--- config.mk ---
export PLATFORM = sky130hd
export DESIGN_NAME = pipe_pc_hazard_ctrl_flat
export DESIGN_NICKNAME = d
export VERILOG_FILES = /design/src/rtl/pipe_pc_hazard_ctrl_if.sv /design/src/rtl/pipe_pc_hazard_ctrl.sv /design/src/flat_wrapper.sv
export SDC_FILE = /design/constraint.sdc
export NUM_CORES = 1
export LEC_CHECK = 0
export CAP_MARGIN = 5
export CORE_AREA = 5 5 166 168
export CTS_CLUSTER_DIAMETER = 100
export DETAILED_ROUTE_END_ITERATION = 10
export DIE_AREA = 0 0 171 173
export GPL_TIMING_DRIVEN = 0
export PLACE_DENSITY = 0.71
export SYNTH_ARGS = -nofsm -noshare
export SYNTH_HDL_FRONTEND = slang
export SYNTH_SLANG_ARGS = --single-unit
--- constraint.sdc ---
create_clock -name clk -period 5.6 [get_ports clk]
set_clock_uncertainty 0.05 [all_clocks]
set_input_delay 1.12 -clock clk [delete_from_list [all_inputs] [get_ports clk]]
set_output_delay 1.12 -clock clk [all_outputs]
set_load 0.005 [all_outputs]
--- src/rtl/pipe_pc_hazard_ctrl_if.sv ---
// Front-end control bundle between the fetch/pipeline-register logic and the
// PC/hazard controller. The master drives pipeline state; the slave returns the fetch PC and stage controls.
interface pipe_pc_hazard_ctrl_if #(
  parameter int CNT_W = 32
);
  logic [3:0]       f_icode;
  logic [63:0]      f_valC;
  logic [63:0]      f_valP;
  logic [3:0]       D_icode;
  logic [3:0]       d_srcA;
  logic [3:0]       d_srcB;
  logic [3:0]       E_icode;
  logic [3:0]       E_dstM;
  logic             e_cnd;
  logic [3:0]       M_icode;
  logic             M_cnd;
  logic [63:0]      M_valA;
  logic [2:0]       m_stat;
  logic [3:0]       W_icode;
  logic [63:0]      W_valM;
  logic [2:0]       W_stat;

  logic [63:0]      f_pc;
  logic             F_stall;
  logic             D_stall;
  logic             D_bubble;
  logic             E_bubble;
  logic             M_bubble;
  logic             W_stall;
  logic             halted;
  logic [CNT_W-1:0] mispred_cnt;
  logic [CNT_W-1:0] stall_cnt;

  modport master (
    output f_icode, f_valC, f_valP, D_icode, d_srcA, d_srcB, E_icode, E_dstM, e_cnd,
           M_icode, M_cnd, M_valA, m_stat, W_icode, W_valM, W_stat,
    input  f_pc, F_stall, D_stall, D_bubble, E_bubble, M_bubble, W_stall, halted,
           mispred_cnt, stall_cnt
  );

  modport slave (
    input  f_icode, f_valC, f_valP, D_icode, d_srcA, d_srcB, E_icode, E_dstM, e_cnd,
           M_icode, M_cnd, M_valA, m_stat, W_icode, W_valM, W_stat,
    output f_pc, F_stall, D_stall, D_bubble, E_bubble, M_bubble, W_stall, halted,
           mispred_cnt, stall_cnt
  );
endinterface

--- src/rtl/pipe_pc_hazard_ctrl.sv ---
// Y86-64 front-end sequencer: owns the predicted PC, picks the fetch PC and raises
// stall/bubble controls for load-use, ret and mispredict hazards; stops for good on a bad writeback status.
module pipe_pc_hazard_ctrl #(
  parameter logic [63:0] RESET_PC = 64'h0,
  parameter int          CNT_W    = 32
) (
  input  logic                 clk,
  input  logic                 reset,
  pipe_pc_hazard_ctrl_if.slave bus
);

  localparam logic [3:0] I_MRMOV = 4'h5;
  localparam logic [3:0] I_JXX   = 4'h7;
  localparam logic [3:0] I_CALL  = 4'h8;
  localparam logic [3:0] I_RET   = 4'h9;
  localparam logic [3:0] I_POP   = 4'hB;
  localparam logic [3:0] R_NONE  = 4'hF;
  localparam logic [2:0] S_AOK   = 3'd1;
  localparam logic [2:0] S_HLT   = 3'd2;
  localparam logic [2:0] S_ADR   = 3'd3;
  localparam logic [2:0] S_INS   = 3'd4;

  typedef enum logic {ST_RUN = 1'b0, ST_HALTED = 1'b1} state_t;

  state_t           state_q;
  state_t           state_d;
  logic [63:0]      f_pred_pc_p0;
  logic [63:0]      pred_pc;
  logic [CNT_W-1:0] mispred_cnt_q;
  logic [CNT_W-1:0] stall_cnt_q;

  logic load_use;
  logic ret_haz;
  logic mispred;
  logic w_bad;
  logic m_bad;
  logic run;

  logic f_stall_c;
  logic d_stall_c;
  logic d_bubble_c;
  logic e_bubble_c;
  logic m_bubble_c;
  logic w_stall_c;

  function automatic logic [CNT_W-1:0] sat_inc(input logic [CNT_W-1:0] v);
    return (&v) ? v : v + 1'b1;
  endfunction

  assign load_use = ((bus.E_icode == I_MRMOV) || (bus.E_icode == I_POP)) &&
                    (bus.E_dstM != R_NONE) &&
                    ((bus.E_dstM == bus.d_srcA) || (bus.E_dstM == bus.d_srcB));
  assign ret_haz  = (bus.D_icode == I_RET) || (bus.E_icode == I_RET) || (bus.M_icode == I_RET);
  assign mispred  = (bus.E_icode == I_JXX) && !bus.e_cnd;
  assign w_bad    = (bus.W_stat != S_AOK);
  assign m_bad    = (bus.m_stat == S_ADR) || (bus.m_stat == S_INS) || (bus.m_stat == S_HLT);
  assign run      = (state_q == ST_RUN);

  // Fetch PC: a not-taken jump reaching Memory outranks a returning ret in Writeback.
  always_comb begin
    if ((bus.M_icode == I_JXX) && !bus.M_cnd) begin
      bus.f_pc = bus.M_valA;
    end else if (bus.W_icode == I_RET) begin
      bus.f_pc = bus.W_valM;
    end else begin
      bus.f_pc = f_pred_pc_p0;
    end
  end

  always_comb begin
    if ((bus.f_icode == I_JXX) || (bus.f_icode == I_CALL)) begin
      pred_pc = bus.f_valC;
    end else begin
      pred_pc = bus.f_valP;
    end
  end

  always_ff @(posedge clk) begin
    if (reset) begin
      state_q <= ST_RUN;
    end else begin
      state_q <= state_d;
    end
  end

  always_comb begin
    state_d = state_q;
    if ((state_q == ST_RUN) && w_bad) begin
      state_d = ST_HALTED;
    end
  end

  always_comb begin
    f_stall_c  = 1'b0;
    d_stall_c  = 1'b0;
    d_bubble_c = 1'b0;
    e_bubble_c = 1'b0;
    m_bubble_c = 1'b0;
    w_stall_c  = 1'b0;
    case (state_q)
      ST_RUN: begin
        f_stall_c  = load_use | ret_haz;
        d_stall_c  = load_use;
        d_bubble_c = mispred | (ret_haz & ~load_use);
        e_bubble_c = mispred | load_use;
        m_bubble_c = m_bad | w_bad;
        w_stall_c  = w_bad;
      end
      ST_HALTED: begin
        f_stall_c  = 1'b1;
        d_stall_c  = 1'b1;
        m_bubble_c = 1'b1;
        w_stall_c  = 1'b1;
      end
      default: begin
        f_stall_c = 1'b0;
      end
    endcase
  end

  assign bus.F_stall     = f_stall_c;
  assign bus.D_stall     = d_stall_c;
  assign bus.D_bubble    = d_bubble_c;
  assign bus.E_bubble    = e_bubble_c;
  assign bus.M_bubble    = m_bubble_c;
  assign bus.W_stall     = w_stall_c;
  assign bus.halted      = (state_q == ST_HALTED);
  assign bus.mispred_cnt = mispred_cnt_q;
  assign bus.stall_cnt   = stall_cnt_q;

  // Predicted-PC register and performance counters; all frozen once halted.
  always_ff @(posedge clk) begin
    if (reset) begin
      f_pred_pc_p0  <= RESET_PC;
      mispred_cnt_q <= '0;
      stall_cnt_q   <= '0;
    end else if (run) begin
      if (!f_stall_c) begin
        f_pred_pc_p0 <= pred_pc;
      end
      if (mispred) begin
        mispred_cnt_q <= sat_inc(mispred_cnt_q);
      end
      if (f_stall_c) begin
        stall_cnt_q <= sat_inc(stall_cnt_q);
      end
    end
  end

endmodule

--- src/flat_wrapper.sv ---
// flat-port wrapper written by rule: the top's interface ports become plain ports
module pipe_pc_hazard_ctrl_flat 
#(
  parameter logic [63:0] RESET_PC = 64'h0,
  parameter int          CNT_W    = 32
)
  (clk, reset, bus_f_icode, bus_f_valC, bus_f_valP, bus_D_icode, bus_d_srcA, bus_d_srcB, bus_E_icode, bus_E_dstM, bus_e_cnd, bus_M_icode, bus_M_cnd, bus_M_valA, bus_m_stat, bus_W_icode, bus_W_valM, bus_W_stat, bus_f_pc, bus_F_stall, bus_D_stall, bus_D_bubble, bus_E_bubble, bus_M_bubble, bus_W_stall, bus_halted, bus_mispred_cnt, bus_stall_cnt);
  pipe_pc_hazard_ctrl_if #(.CNT_W(CNT_W)) bus_i ();
  input  logic clk;
  input  logic reset;
  input wire logic [$bits(bus_i.f_icode)-1:0] bus_f_icode;
  input wire logic [$bits(bus_i.f_valC)-1:0] bus_f_valC;
  input wire logic [$bits(bus_i.f_valP)-1:0] bus_f_valP;
  input wire logic [$bits(bus_i.D_icode)-1:0] bus_D_icode;
  input wire logic [$bits(bus_i.d_srcA)-1:0] bus_d_srcA;
  input wire logic [$bits(bus_i.d_srcB)-1:0] bus_d_srcB;
  input wire logic [$bits(bus_i.E_icode)-1:0] bus_E_icode;
  input wire logic [$bits(bus_i.E_dstM)-1:0] bus_E_dstM;
  input wire logic [$bits(bus_i.e_cnd)-1:0] bus_e_cnd;
  input wire logic [$bits(bus_i.M_icode)-1:0] bus_M_icode;
  input wire logic [$bits(bus_i.M_cnd)-1:0] bus_M_cnd;
  input wire logic [$bits(bus_i.M_valA)-1:0] bus_M_valA;
  input wire logic [$bits(bus_i.m_stat)-1:0] bus_m_stat;
  input wire logic [$bits(bus_i.W_icode)-1:0] bus_W_icode;
  input wire logic [$bits(bus_i.W_valM)-1:0] bus_W_valM;
  input wire logic [$bits(bus_i.W_stat)-1:0] bus_W_stat;
  output wire logic [$bits(bus_i.f_pc)-1:0] bus_f_pc;
  output wire logic [$bits(bus_i.F_stall)-1:0] bus_F_stall;
  output wire logic [$bits(bus_i.D_stall)-1:0] bus_D_stall;
  output wire logic [$bits(bus_i.D_bubble)-1:0] bus_D_bubble;
  output wire logic [$bits(bus_i.E_bubble)-1:0] bus_E_bubble;
  output wire logic [$bits(bus_i.M_bubble)-1:0] bus_M_bubble;
  output wire logic [$bits(bus_i.W_stall)-1:0] bus_W_stall;
  output wire logic [$bits(bus_i.halted)-1:0] bus_halted;
  output wire logic [$bits(bus_i.mispred_cnt)-1:0] bus_mispred_cnt;
  output wire logic [$bits(bus_i.stall_cnt)-1:0] bus_stall_cnt;
  assign bus_i.f_icode = bus_f_icode;
  assign bus_i.f_valC = bus_f_valC;
  assign bus_i.f_valP = bus_f_valP;
  assign bus_i.D_icode = bus_D_icode;
  assign bus_i.d_srcA = bus_d_srcA;
  assign bus_i.d_srcB = bus_d_srcB;
  assign bus_i.E_icode = bus_E_icode;
  assign bus_i.E_dstM = bus_E_dstM;
  assign bus_i.e_cnd = bus_e_cnd;
  assign bus_i.M_icode = bus_M_icode;
  assign bus_i.M_cnd = bus_M_cnd;
  assign bus_i.M_valA = bus_M_valA;
  assign bus_i.m_stat = bus_m_stat;
  assign bus_i.W_icode = bus_W_icode;
  assign bus_i.W_valM = bus_W_valM;
  assign bus_i.W_stat = bus_W_stat;
  assign bus_f_pc = bus_i.f_pc;
  assign bus_F_stall = bus_i.F_stall;
  assign bus_D_stall = bus_i.D_stall;
  assign bus_D_bubble = bus_i.D_bubble;
  assign bus_E_bubble = bus_i.E_bubble;
  assign bus_M_bubble = bus_i.M_bubble;
  assign bus_W_stall = bus_i.W_stall;
  assign bus_halted = bus_i.halted;
  assign bus_mispred_cnt = bus_i.mispred_cnt;
  assign bus_stall_cnt = bus_i.stall_cnt;
  pipe_pc_hazard_ctrl #(.RESET_PC(RESET_PC), .CNT_W(CNT_W)) u_core (.clk(clk), .reset(reset), .bus(bus_i));
endmodule
==> flow_summary.ini, run 1 <==
[outcome]
status = finished clean

[grt]
grtUsageMet1_pct = 26.79
grt_pass1_wl_um = 50970
grt_max_degree = 17
gr-usage-met3_pct = 5.708
grt_usage_pct = 22.29
antenna_found_initial = 6
grt_pass1_vias = 8555
grt_overflow = 0
met2_usage_pct = 39.13
top_usage_layer = met2

[logic_synthesis]
synth_largest_area_cell = dfxtp_1
synth.area.mux_share_pct = 18.45
synth_area_leaders = dfxtp_1 (35%), mux2i_1 (18%), nor2_1 (8.6%)
synthAdderAreaFrac_pct = 0.3351
synth-simple-area-share_pct = 22.42
synth_compound_area_share_pct = 16.07
synth.most_common_cell = nor2_1
synth-seq-area-share_pct = 34.58
synth_ff_type = dfxtp_1
yosys_register_bits = 129
synth-xor-area-share_pct = 4.105
synth_top_family_by_area = simple AND/OR/NAND/NOR gates
async_reset_ff_share_pct = 0
syn_nets = 1212
synth-edff-count = 0
netlist_top_cells_count = nor2_1 (171), mux2i_1 (132), dfxtp_1 (129)
ys.warnings.count = 0
syn-mean-instance-area_um2 = 8.189
synthCells = 912
synth_cell_types = 44
synthesis.area_mm2 = 0.007468
yosysTopAreaCellShare_pct = 34.58

[sta]
tightest_slew_ns = 0.9635
holdWs_ns = 0.4476
max-slew-margin-rel_pct = 35.77
setup_viol = 0
tns_ns = 0
hold_viol_final = 0
slew_viol_final = 0
grt_setup_unrepaired = false
max_freq_mhz = 180.8
fin_crit_sh_pct = 98.78
finalCriticalPeriod_ns = 5.532

[power]
switching_share_pct = 26.55
seqPwrFrac_pct = 35.4
p_leak_nw = 4.840
pwr-share-clk_pct = 42.4
p_int_mw = 2.062
p_sw_mw = 0.7454
comb_power_share_pct = 22.1
ir_worst_vdd_v = 0.0001499
pwr_density_cell_mw_per_mm2 = 218.7

[clock_tree]
clock_sinks = 129
cts.repair.resized = 0
root_buffer = clkbuf_16
clk-insertion-delay-late_ns = 0.42
htreeDepth = 4
postCtsSetupBuffers = 0
cts_tree = built
cts_hold_buf = 0
cts_buffers = 17
clk_pin_slew_ns = 0.06
cts_buffer_depth = 2

[critical_path]
arrival_ns = 4.36
reg2reg_depth = 9
cp.required_ns = 4.43
critPathLaunchType = input pin
r2r-end = u_core.bus.stall_cnt[1]
endpoint_kind = primary output
cp_max_fo = 10
worstSetupPathType = in -> out
r2r-start = u_core.bus.stall_cnt[0]
ff2ff_setup_slack_ns = 2.81

[finish]
finalCoreUtilization_pct = 49.81
layout.nets = 1662
syn_to_final_growth_pct = 71.84
layout-drive-gt1-share_pct = 3.636
fill_cells = 2496

[detailed_routing]
first_pass_iters = 4
wl_per_cell_um = 20.60
drt-initial-drc-count = 525
vias = 8751
remaining_drc_errors = 0
vias_per_cell = 5.109
drt-total-wl_um = 35280
postRouteAntennaNets = 0

[placed_design]
dp_hpwl_um = 28530
place.gp.congestion = 0.9271
port_buffers = 431

[floorplanning]
start_util_pct = 28.99
rows = 59
die_area_mm2 = 0.02958
core_mm2 = 0.02576
die_y_um = 173
io_pins = 433
fp.dieW_um = 171

[flow_run]
drv_cap = 0

[worst_hold_path]
hold_path_depth = 2
holdCritPathClass = reg -> reg
min_to = u_core.f_pred_pc_p0[21]
min-delay-start = u_core.f_pred_pc_p0[21]
## how the worst max path moves through the flow
stage	from	slack, ns	endpoint
after floorplan	bus_D_icode[3]	1.83	bus_F_stall
after global placement	bus_W_icode[2]	0.12	bus_f_pc[37]
after detailed placement	bus_W_icode[2]	0.15	bus_f_pc[37]
after CTS	bus_W_icode[2]	0.13	bus_f_pc[37]
after global routing	bus_W_icode[2]	0.06	bus_f_pc[37]
final	bus_W_icode[2]	0.07	bus_f_pc[37]
## power by group through the flow
stage               Clock (mW)  Sequential (mW)  Combinational [mW]
finish                    1.19            0.994               0.622
global route              1.25            0.999               0.667
CTS                       1.21            0.994               0.625
detailed placement           0             1.02               0.621
global placement             0             1.01               0.616
floorplan                    0             1.00               0.220
## placed cells by master (no fill, tap or decap), types with 2 or more instances in the layout
| master | netlist | layout |
|---|---|---|
| bufinv_16 | 0 | 3 |
| nand3b_1 | 2 | 2 |
| clkdlybuf4s50_1 | 0 | 431 |
| or4_1 | 15 | 15 |
| mux2i_1 | 132 | 132 |
| xor2_1 | 31 | 31 |
| mux2_1 | 5 | 5 |
| nand4_1 | 28 | 28 |
| a21oi_1 | 92 | 92 |
| xnor2_1 | 4 | 4 |
| clkinv_4 | 0 | 2 |
| nor4b_1 | 2 | 2 |
| or3_1 | 21 | 21 |
| nand2b_1 | 2 | 2 |
| and3_1 | 10 | 10 |
| nand2_1 | 25 | 25 |
| inv_8 | 0 | 3 |
| clkbuf_1 | 47 | 46 |
| dfxtp_1 | 129 | 129 |
| nand4b_1 | 2 | 2 |
| o31ai_1 | 12 | 12 |
| o21ai_0 | 20 | 20 |
| nand3_1 | 22 | 22 |
| nor3_1 | 5 | 5 |
| clkbuf_16 | 0 | 17 |
| inv_6 | 0 | 5 |
| a211oi_1 | 64 | 64 |
| diode_2 | 0 | 3 |
| nor2b_1 | 7 | 7 |
| ha_1 | 2 | 2 |
| and4_1 | 7 | 7 |
| buf_2 | 11 | 11 |
| nor4bb_1 | 5 | 5 |
| nor2_1 | 171 | 171 |
| inv_1 | 7 | 7 |
| buf_1 | 11 | 11 |
| nor4_1 | 7 | 7 |
## registers in the layout (all words and copies together) (netlist names)
register / flops
u_core.bus.halted: 1
u_core.f_pred_pc_p0: 64
u_core.bus.mispred_cnt: 32
u_core.bus.stall_cnt: 32
## kinds of logic (layout without fill, tap and decap cells)
kind of cell / count (synthesis) / count (layout)
buffers and inverters: 77 / 540
adders and majority gates: 2 / 2
xor gates and xnor gates: 35 / 35
muxes: 137 / 137
AOI/OAI and AO/OA: 195 / 195
DFF: 129 / 129
other: 0 / 3
and+or+nand+nor: 337 / 337
## layout make-up
type | instances | area (um2) | area share [%]
Clock buffer | 17 | 425.4 | 3.315
Buffer | 69 | 274.0 | 2.135
Timing Repair Buffer | 431 | 4314 | 33.62
Sequential cell | 129 | 2582 | 20.12
Antenna cell | 3 | 7.507 | 0.05850
Clock inverter | 15 | 197.7 | 1.540
Multi-Input combinational cell | 706 | 4583 | 35.71
Tap cell | 335 | 419.2 | 3.266
Inverter | 8 | 30.03 | 0.2340
## critical path, stage by stage
cell and delay, ns:
clkdlybuf4s50_1 0.48, nor4bb_1 0.32, clkbuf_1 0.62, clkbuf_1 0.62, mux2i_1 0.17, a21oi_1 0.42, clkdlybuf4s50_1 0.60
## metal layers
metal / part of all wire, % / up-vias
met5: 0.13 / -
met4: 1.9 / 6
met3: 7.7 / 52
met2: 50 / 342
met1: 41 / 4116
li1: - / 4235
## per-stage QoR
stage	total power, mW	setup slack [ns]	instances	instance area (um2)
after floorplan	1.223	1.834	912	7468
after global placement	1.630	0.1185	1678	12200
after detailed placement	1.636	0.1459	1678	12200
after CTS	2.831	0.1293	1710	12820
after global routing	2.920	0.06201	1712	12830
final	2.807	0.06827	1713	12830
No activity file was read; power rests on OpenSTA's default activity.
==> run 2, diff against run 1 <==
--- a/config.mk
+++ b/config.mk
@@ -11,7 +11,8 @@
 export DETAILED_ROUTE_END_ITERATION = 10
 export DIE_AREA = 0 0 171 173
 export GPL_TIMING_DRIVEN = 0
-export PLACE_DENSITY = 0.71
+export PLACE_DENSITY = 0.73
+export RECOVER_POWER = 25
 export SYNTH_ARGS = -nofsm -noshare
 export SYNTH_HDL_FRONTEND = slang
 export SYNTH_SLANG_ARGS = --single-unit
==> flow_summary.ini, run 2 (synthesized netlist as in run 1, its figures left out) <==
[outcome]
status = finished clean

[clock_tree]
cts_tree = built
cts_buffers = 17
cts.repair.resized = 0
cts_hold_buf = 0
htreeDepth = 4
cts_buffer_depth = 2
postCtsSetupBuffers = 0
clock_sinks = 129
root_buffer = clkbuf_16
clk-insertion-delay-late_ns = 0.41
clk_pin_slew_ns = 0.06

[sta]
max-slew-margin-rel_pct = 38.13
max_freq_mhz = 186.2
hold_viol_final = 0
grt_setup_unrepaired = false
setup_viol = 0
tns_ns = 0
finalCriticalPeriod_ns = 5.372
tightest_slew_ns = 0.9156
fin_crit_sh_pct = 95.92
slew_viol_final = 0

[floorplanning]
io_pins = 433
die_y_um = 173
core_mm2 = 0.02576
die_area_mm2 = 0.02958
fp.dieW_um = 171
start_util_pct = 28.99
rows = 59

[finish]
syn_to_final_growth_pct = 71.75
layout-drive-gt1-share_pct = 3.564
instances_no_fill = 1711
finalCoreUtilization_pct = 49.79
top_register = u_core.f_pred_pc_p0
layout_commonest_cell = clkdlybuf4s50_1
layout.nets = 1662
final_cell_mix = clkdlybuf4s50_1 (366), nor2_1 (171), mux2i_1 (132), dfxtp_1 (129), a21oi_1 (92)
design_area_mm2 = 0.01283
largest_reg_flops = 64

[detailed_routing]
drt-initial-drc-count = 481
remaining_drc_errors = 0
postRouteAntennaNets = 0
wl_per_cell_um = 20.43
vias = 8774
first_pass_iters = 5
drt-total-wl_um = 34960
vias_per_cell = 5.128

[critical_path]
worstSetupPathType = in -> out
path_buf_inv = 5
arrival_ns = 4.20
critPathLaunchType = input pin
cp_common_cell = clkbuf_1
crit_path_top_delay_cell = dlygate4sd3_1
cp_max_fo = 10
ff2ff_setup_slack_ns = 2.81
reg2reg_depth = 9
cp.required_ns = 4.43
path_cells = dlygate4sd3_1 > nor4bb_1 > or3_1 > nor3_1 > clkbuf_1 > clkbuf_1 > inv_1 > clkdlybuf4s50_1
path_depth = 8
endpoint_kind = primary output
path_delay_family = buffers and inverters
slowest_delay_ns = 0.57

[power]
p_leak_nw = 5.066
finalPower_mw = 2.801
pwr_density_cell_mw_per_mm2 = 218.4
ir_worst_vdd_v = 0.0001720

[grt]
grt_pass1_vias = 8794
grt_usage_pct = 22.32
grt_pass1_wl_um = 51960
antenna_found_initial = 1
grt_max_degree = 17
grt_overflow = 0

[placed_design]
port_buffers = 431
place.gp.congestion = 0.9744
dp_hpwl_um = 28510
dpl-instance-area_mm2 = 0.01220
placedCellCount = 1678

[worst_hold_path]
holdCritPathClass = reg -> reg
hold_path_depth = 2

[flow_run]
drv_cap = 0
-- run 2: changes by cell type in the layout (fill, tap and decap cells not counted) --
cell             change
clkdlybuf4s50_1     -65
dlygate4sd3_1       +65
clkbuf_1             +2
diode_2              -2
buf_1                -1
clkbuf_2             -1
clkinv_4             +1
inv_6                -1
-- run 2: final cells by class --
cell class	count	area (um2)
Fill cell	2444	12940
Multi-Input combinational cell	706	4583
Buffer	69	272.8
Clock inverter	15	197.7
Timing Repair Buffer	431	4314
Tap cell	335	419.2
Inverter	8	30.03
Sequential cell	129	2582
Antenna cell	1	2.502
Clock buffer	17	425.4
-- run 2: final timing paths --
path	from	end
worst max-delay path	bus_E_icode[3]	bus_F_stall
worst min-delay path	u_core.f_pred_pc_p0[12]	u_core.f_pred_pc_p0[12]
worst max register to register	u_core.bus.stall_cnt[0]	u_core.bus.stall_cnt[1]
worst min register to register	u_core.f_pred_pc_p0[12]	u_core.f_pred_pc_p0[12]
-- run 2: through the flow --
stage	setup slack (ns)	hold slack [ns]
after floorplan	1.834	0.4267
after global placement	0.2024	0.4284
after detailed placement	0.1745	0.4440
after CTS	0.1708	0.4519
after global routing	0.01131	0.4656
final	0.2285	0.4508
-- run 2: tightest hold or removal path, cell delays in order (launching register included) --
cell and delay [ns]:
dfxtp_1 0.31, nor2_1 0.09, a211oi_1 0.05
-- run 2: where the power goes --
part	switching, mW	total, mW	internal, mW
logic	0.239	0.618	0.379
clock network	0.466	1.18	0.717
registers	0.0348	1.00	0.965
total	0.740	2.80	2.06
-- run 2: routing by layer --
layer	wire length (um)	part of all wire, %	global-route usage, %
met3	2800	8.0	6.301
met4	677	1.9	6.009
met2	17140	49	38.38
met1	14340	41	27.23
met5	0	0	0
==> run 3, diff against run 2 <==
--- a/config.mk
+++ b/config.mk
@@ -13,6 +13,7 @@
 export GPL_TIMING_DRIVEN = 0
 export PLACE_DENSITY = 0.73
 export RECOVER_POWER = 25
+export SKIP_LAST_GASP = 1
 export SYNTH_ARGS = -nofsm -noshare
 export SYNTH_HDL_FRONTEND = slang
 export SYNTH_SLANG_ARGS = --single-unit
==> results of run 3 <==
Same layout as run 2: the final DEF is identical, and so are final timing and power.
